[src/rtl/timer_ctrl_if.sv]
// Command/status bundle between a timer_ctrl and its host: commands in, count and status out.
interface timer_ctrl_if #(
   parameter int WIDTH = 4
);
   logic             start;
   logic             stop;
   logic             mode;
   logic [WIDTH-1:0] limit;
   logic [WIDTH-1:0] count;
   logic             busy;
   logic             tc;
   logic             done;

   modport master (
      output start, stop, mode, limit,
      input  count, busy, tc, done
   );

   modport slave (
      input  start, stop, mode, limit,
      output count, busy, tc, done
   );
endinterface

[src/rtl/timer_ctrl.sv]
// Programmable interval timer: a prescaled up-counter sequenced through IDLE/RUN/DONE,
// with a registered one-clock terminal-count pulse and one-shot or auto-reload operation.
module timer_ctrl #(
   parameter int WIDTH    = 4,
   parameter int PRESCALE = 1
) (
   input  logic         clk,
   input  logic         rst,
   timer_ctrl_if.slave  tmr
);

   localparam int PSC_W = (PRESCALE > 1) ? $clog2(PRESCALE) : 1;
   localparam logic [PSC_W-1:0] PSC_MAX = PSC_W'(PRESCALE - 1);

   typedef enum logic [1:0] {
      IDLE = 2'd0,
      RUN  = 2'd1,
      DONE = 2'd2
   } state_t;

   state_t             state_q, state_d;
   logic [WIDTH-1:0]   count_q, count_d;
   logic [WIDTH-1:0]   limit_q, limit_d;
   logic [PSC_W-1:0]   psc_q,   psc_d;
   logic               mode_q,  mode_d;
   logic               tc_q,    tc_d;

   logic               accept;
   logic               tick;
   logic               terminal;

   // A start is honoured from IDLE or DONE; in RUN only stop is acted on.
   assign accept   = tmr.start && (state_q != RUN);
   assign tick     = (state_q == RUN) && (psc_q == PSC_MAX);
   assign terminal = tick && (count_q == limit_q);

   always_ff @(posedge clk or posedge rst) begin
      if (rst) begin
         state_q <= IDLE;
         count_q <= '0;
         limit_q <= '0;
         psc_q   <= '0;
         mode_q  <= 1'b0;
         tc_q    <= 1'b0;
      end else begin
         state_q <= state_d;
         count_q <= count_d;
         limit_q <= limit_d;
         psc_q   <= psc_d;
         mode_q  <= mode_d;
         tc_q    <= tc_d;
      end
   end

   always_comb begin
      state_d = state_q;
      case (state_q)
         IDLE: begin
            if (tmr.start) state_d = RUN;
         end
         RUN: begin
            if (tmr.stop)                 state_d = IDLE;
            else if (terminal && !mode_q) state_d = DONE;
         end
         DONE: begin
            if (tmr.start)     state_d = RUN;
            else if (tmr.stop) state_d = IDLE;
         end
         default: state_d = IDLE;
      endcase
   end

   // Stop in RUN freezes everything and swallows a coincident tick.
   always_comb begin
      count_d = count_q;
      limit_d = limit_q;
      psc_d   = psc_q;
      mode_d  = mode_q;
      tc_d    = 1'b0;
      if (accept) begin
         limit_d = tmr.limit;
         mode_d  = tmr.mode;
         count_d = '0;
         psc_d   = '0;
      end else if (state_q == RUN && !tmr.stop) begin
         if (tick) begin
            psc_d = '0;
            if (terminal) begin
               tc_d = 1'b1;
               if (mode_q) count_d = '0;
            end else begin
               count_d = count_q + WIDTH'(1);
            end
         end else begin
            psc_d = psc_q + PSC_W'(1);
         end
      end
   end

   always_comb begin
      tmr.busy  = (state_q == RUN);
      tmr.done  = (state_q == DONE);
      tmr.count = count_q;
      tmr.tc    = tc_q;
   end

endmodule
[src/flat_wrapper.sv]
// flat-port wrapper written by rule: the top's interface ports become plain ports
module timer_ctrl_flat 
#(
   parameter int WIDTH    = 4,
   parameter int PRESCALE = 1
)
  (clk, rst, tmr_start, tmr_stop, tmr_mode, tmr_limit, tmr_count, tmr_busy, tmr_tc, tmr_done);
  timer_ctrl_if #(.WIDTH(WIDTH)) tmr_i ();
  input  logic clk;
  input  logic rst;
  input wire logic [$bits(tmr_i.start)-1:0] tmr_start;
  input wire logic [$bits(tmr_i.stop)-1:0] tmr_stop;
  input wire logic [$bits(tmr_i.mode)-1:0] tmr_mode;
  input wire logic [$bits(tmr_i.limit)-1:0] tmr_limit;
  output wire logic [$bits(tmr_i.count)-1:0] tmr_count;
  output wire logic [$bits(tmr_i.busy)-1:0] tmr_busy;
  output wire logic [$bits(tmr_i.tc)-1:0] tmr_tc;
  output wire logic [$bits(tmr_i.done)-1:0] tmr_done;
  assign tmr_i.start = tmr_start;
  assign tmr_i.stop = tmr_stop;
  assign tmr_i.mode = tmr_mode;
  assign tmr_i.limit = tmr_limit;
  assign tmr_count = tmr_i.count;
  assign tmr_busy = tmr_i.busy;
  assign tmr_tc = tmr_i.tc;
  assign tmr_done = tmr_i.done;
  timer_ctrl #(.WIDTH(WIDTH), .PRESCALE(PRESCALE)) u_core (.clk(clk), .rst(rst), .tmr(tmr_i));
endmodule
[config.mk]
export PLATFORM = sky130hd
export DESIGN_NAME = timer_ctrl_flat
export DESIGN_NICKNAME = d
export VERILOG_FILES = /design/src/rtl/timer_ctrl_if.sv /design/src/rtl/timer_ctrl.sv /design/src/flat_wrapper.sv
export SDC_FILE = /design/constraint.sdc
export NUM_CORES = 1
export LEC_CHECK = 0
export CORE_AREA = 2 2 39 41
export DETAILED_ROUTE_END_ITERATION = 6
export DIE_AREA = 0 0 41 43
export HOLD_SLACK_MARGIN = 0.03
export PLACE_DENSITY = 0.84
export SLEW_MARGIN = 20
export SYNTH_ARGS = -nofsm -noshare
export SYNTH_HDL_FRONTEND = slang
export SYNTH_SLANG_ARGS = --single-unit
[constraint.sdc]
create_clock -name clk -period 2.86 [get_ports clk]
set_clock_uncertainty 0.1 [all_clocks]
set_input_delay 0.572 -clock clk [delete_from_list [all_inputs] [get_ports clk]]
set_output_delay 0.572 -clock clk [all_outputs]
set_load 0.02 [all_outputs]
==> run summary <==
Global Route Usage Sum: 0.161
count of nets left with antenna violations after detail routing: 0
placeable core area: 1380 sq um
number of warning messages in the yosys log: 0
Post-synth top flop: sky130_fd_sc_hd__dfrtp_1
largest stage delay on the critical path: 0.60 ns
flip-flop and latch count after synthesis: 13
start of the worst register-to-register path: u_core.tmr.count[0]
fmax: 446 MHz
via density per instance: 5.42
number of distinct library cell variants in the gate-level netlist after synthesis: 25
Seq/Total Area, Yosys: 0.532
worst reg-to-reg path cell count: 4
I/O pin count: 16
DRT Pass-1 Iters: 4
CP startpoint kind: flop
hold violation total from the final report: 0
first-pass GRT wire length: 1.87 mm
Static Leakage: 0.380 nW
buffer levels on the longest clock path: 2
Cell Area, Synth: 612 sq um
residual DRC count: 0
number of standard cells after synthesis: 49
Worst Path Required: 2.19 ns
leading cell types by total area after synthesis: sky130_fd_sc_hd__dfrtp_1 (53%), sky130_fd_sc_hd__mux2_2 (11%), sky130_fd_sc_hd__xor2_1 (5.7%), sky130_fd_sc_hd__a22o_2 (3.3%), sky130_fd_sc_hd__ha_1 (2.0%)
CTS root buffer: sky130_fd_sc_hd__clkbuf_4
final cycle utilization of the critical path: 0.784
via count of the first global-routing pass: 453
number of max-slew violations in the final report: 0
syn_area_per_cell: 12.5 sq um
number of vias after detailed routing: 455
headroom to the max-slew limit: 0.622
Post-CTS Hold Fix Bufs: 0
number of nets in the finished design: 79
Critical Path End: tmr_busy
biggest area consumer among synthesized cells: sky130_fd_sc_hd__dfrtp_1
Fin Setup TNS: 0 ns
cell-by-cell listing of the critical path: nand2b_1, inv_1, clkdlybuf4s50_1
GRT overflow: 0
number of H-tree levels: 1
beginning of the critical path: u_core.state_q[1]
overall power of the completed layout: 0.604 mW
total CTS buffers: 3
Final Setup Violations: 0
EDFF count, synth: 0
endpoint of the worst register-to-register path: u_core.tmr.count[2]
Synth top area share: 0.532
per-cell routed wire length: 13.4 um
Initial Utilization: 0.442
diode insertion count for antenna repair: 0
die area: 1760 sq um
maximum number of pins on one net before global-route repair: 14
TritonCTS clock tree: yes
overall die width: 41 um
post-CTS setup repair buffer count: 0
number of maximum-capacitance violations: 0
run status: finished, final reports clean
worst hold-check path type: reg -> reg
final hold slack: 0.420 ns
crit path max fanout: 6
utilization of the core after routing: 0.584
RSZ-0062 raised after global routing: false
clock net sink count: 13
family with the most delay on the worst path: buffers and inverters
DIE HEIGHT: 43 um
min-delay src: u_core.mode_q
total wirelength of the detailed-routed design: 1.13 mm
initial antenna violation count: 0
worst voltage drop across the vdd grid: 0.000469 V
Worst Setup End Kind: output pin
Tmin final: 2.24 ns
Iteration-0 DRC Markers: 5
area delta synth->final: 32.1%
routability congestion estimate: 0.720
count of buffers inserted at the top-level ports: 15
clk_lat worst skew: 0.27 ns
non-filler cells, final: 84
Post-Synthesis Net Count: 59
Pwr per Cell Area: 747 nW/um^2
Worst Path Class, Setup: reg -> out
number of gates resized after cts: 0
slew of the pin with the lowest slew margin: 0.562 ns
buffering stage count on the worst path with inverters included: 2
clock input transition at the sequential cells of the worst setup and hold paths: 0.07 ns
number of placed instances, taps included: 80
WP depth: 3
Placement Rows: 14
share of layout cells above drive strength 1: 0.162
Critical-path top delay cell: sky130_fd_sc_hd__clkdlybuf4s50_1
FF-to-FF setup slack: 1.03 ns
post-synthesis async set-or-reset flop share: 1.00
worst path arrival time: 1.57 ns
cell type report:
cell class                      count  area [sq um]
Clock buffer                        4          26.3
Timing Repair Buffer               15           150
Fill cell                         139           576
Sequential cell                    13           325
Multi-Input combinational cell     33           275
Inverter                            3          11.3
Tap cell                           16          20.0
metal layers:
metal	part of all wire	track usage
met1	0.45	0.188
met2	0.49	0.241
met3	0.051	0.0524
met4	0.014	0.100
met5	0	0
placed cells by master (no fill, tap or decap), types with 2 or more instances in the layout:
master,synthesis,routed
sky130_fd_sc_hd__a22o_2,2,2
sky130_fd_sc_hd__clkbuf_4,0,3
sky130_fd_sc_hd__clkdlybuf4s50_1,0,15
sky130_fd_sc_hd__dfrtp_1,13,13
sky130_fd_sc_hd__inv_1,3,3
sky130_fd_sc_hd__mux2_2,6,6
sky130_fd_sc_hd__nor2b_1,2,2
sky130_fd_sc_hd__xor2_1,4,4
worst min-delay path by stage:
stage / slack [ns] / depth (start not counted) / end
after global routing: 0.45 / 1 / u_core.mode_q
after CTS: 0.42 / 1 / u_core.mode_q
final: 0.42 / 1 / u_core.mode_q
after floorplan: 0.35 / 1 / u_core.limit_q[0]
after global placement: 0.40 / 1 / u_core.mode_q
after detailed placement: 0.40 / 1 / u_core.mode_q
flip-flops by register name (all words and copies together) (netlist names):
signal / count
u_core.tmr.tc: 1
u_core.tmr.count: 4
u_core.psc_q: 1
u_core.limit_q: 4
u_core.mode_q: 1
u_core.state_q: 2
Yosys cell counts, drive strengths merged (2+ instances only):
| master | count |
|---|---|
| a22o | 2 |
| xor2 | 4 |
| nor2b | 2 |
| mux2 | 6 |
| inv | 3 |
| dfrtp | 13 |
power breakdown:
part / internal, mW / switching (mW)
clock: 0.0540 / 0.0562
combinational: 0.116 / 0.107
sequential: 0.227 / 0.0445
kinds of logic after synthesis:
logic type,count (synthesis),share of synthesized area
AOI/OAI and AO/OA,10,0.139
xor gates and xnor gates,5,0.0716
adders and majority gates,1,0.0204
buffers and inverters,3,0.0184
DFF,13,0.532
muxes,6,0.110
and+or+nand+nor,11,0.108
stage by stage:
| stage | area [sq um] | setup slack (ns) |
|---|---|---|
| after floorplan | 612 | 1.07 |
| final | 808 | 0.618 |
| after CTS | 808 | 0.604 |
| after detailed placement | 782 | 0.518 |
| after global routing | 808 | 0.528 |
| after global placement | 782 | 0.586 |
(Power assumes the default switching activity.)
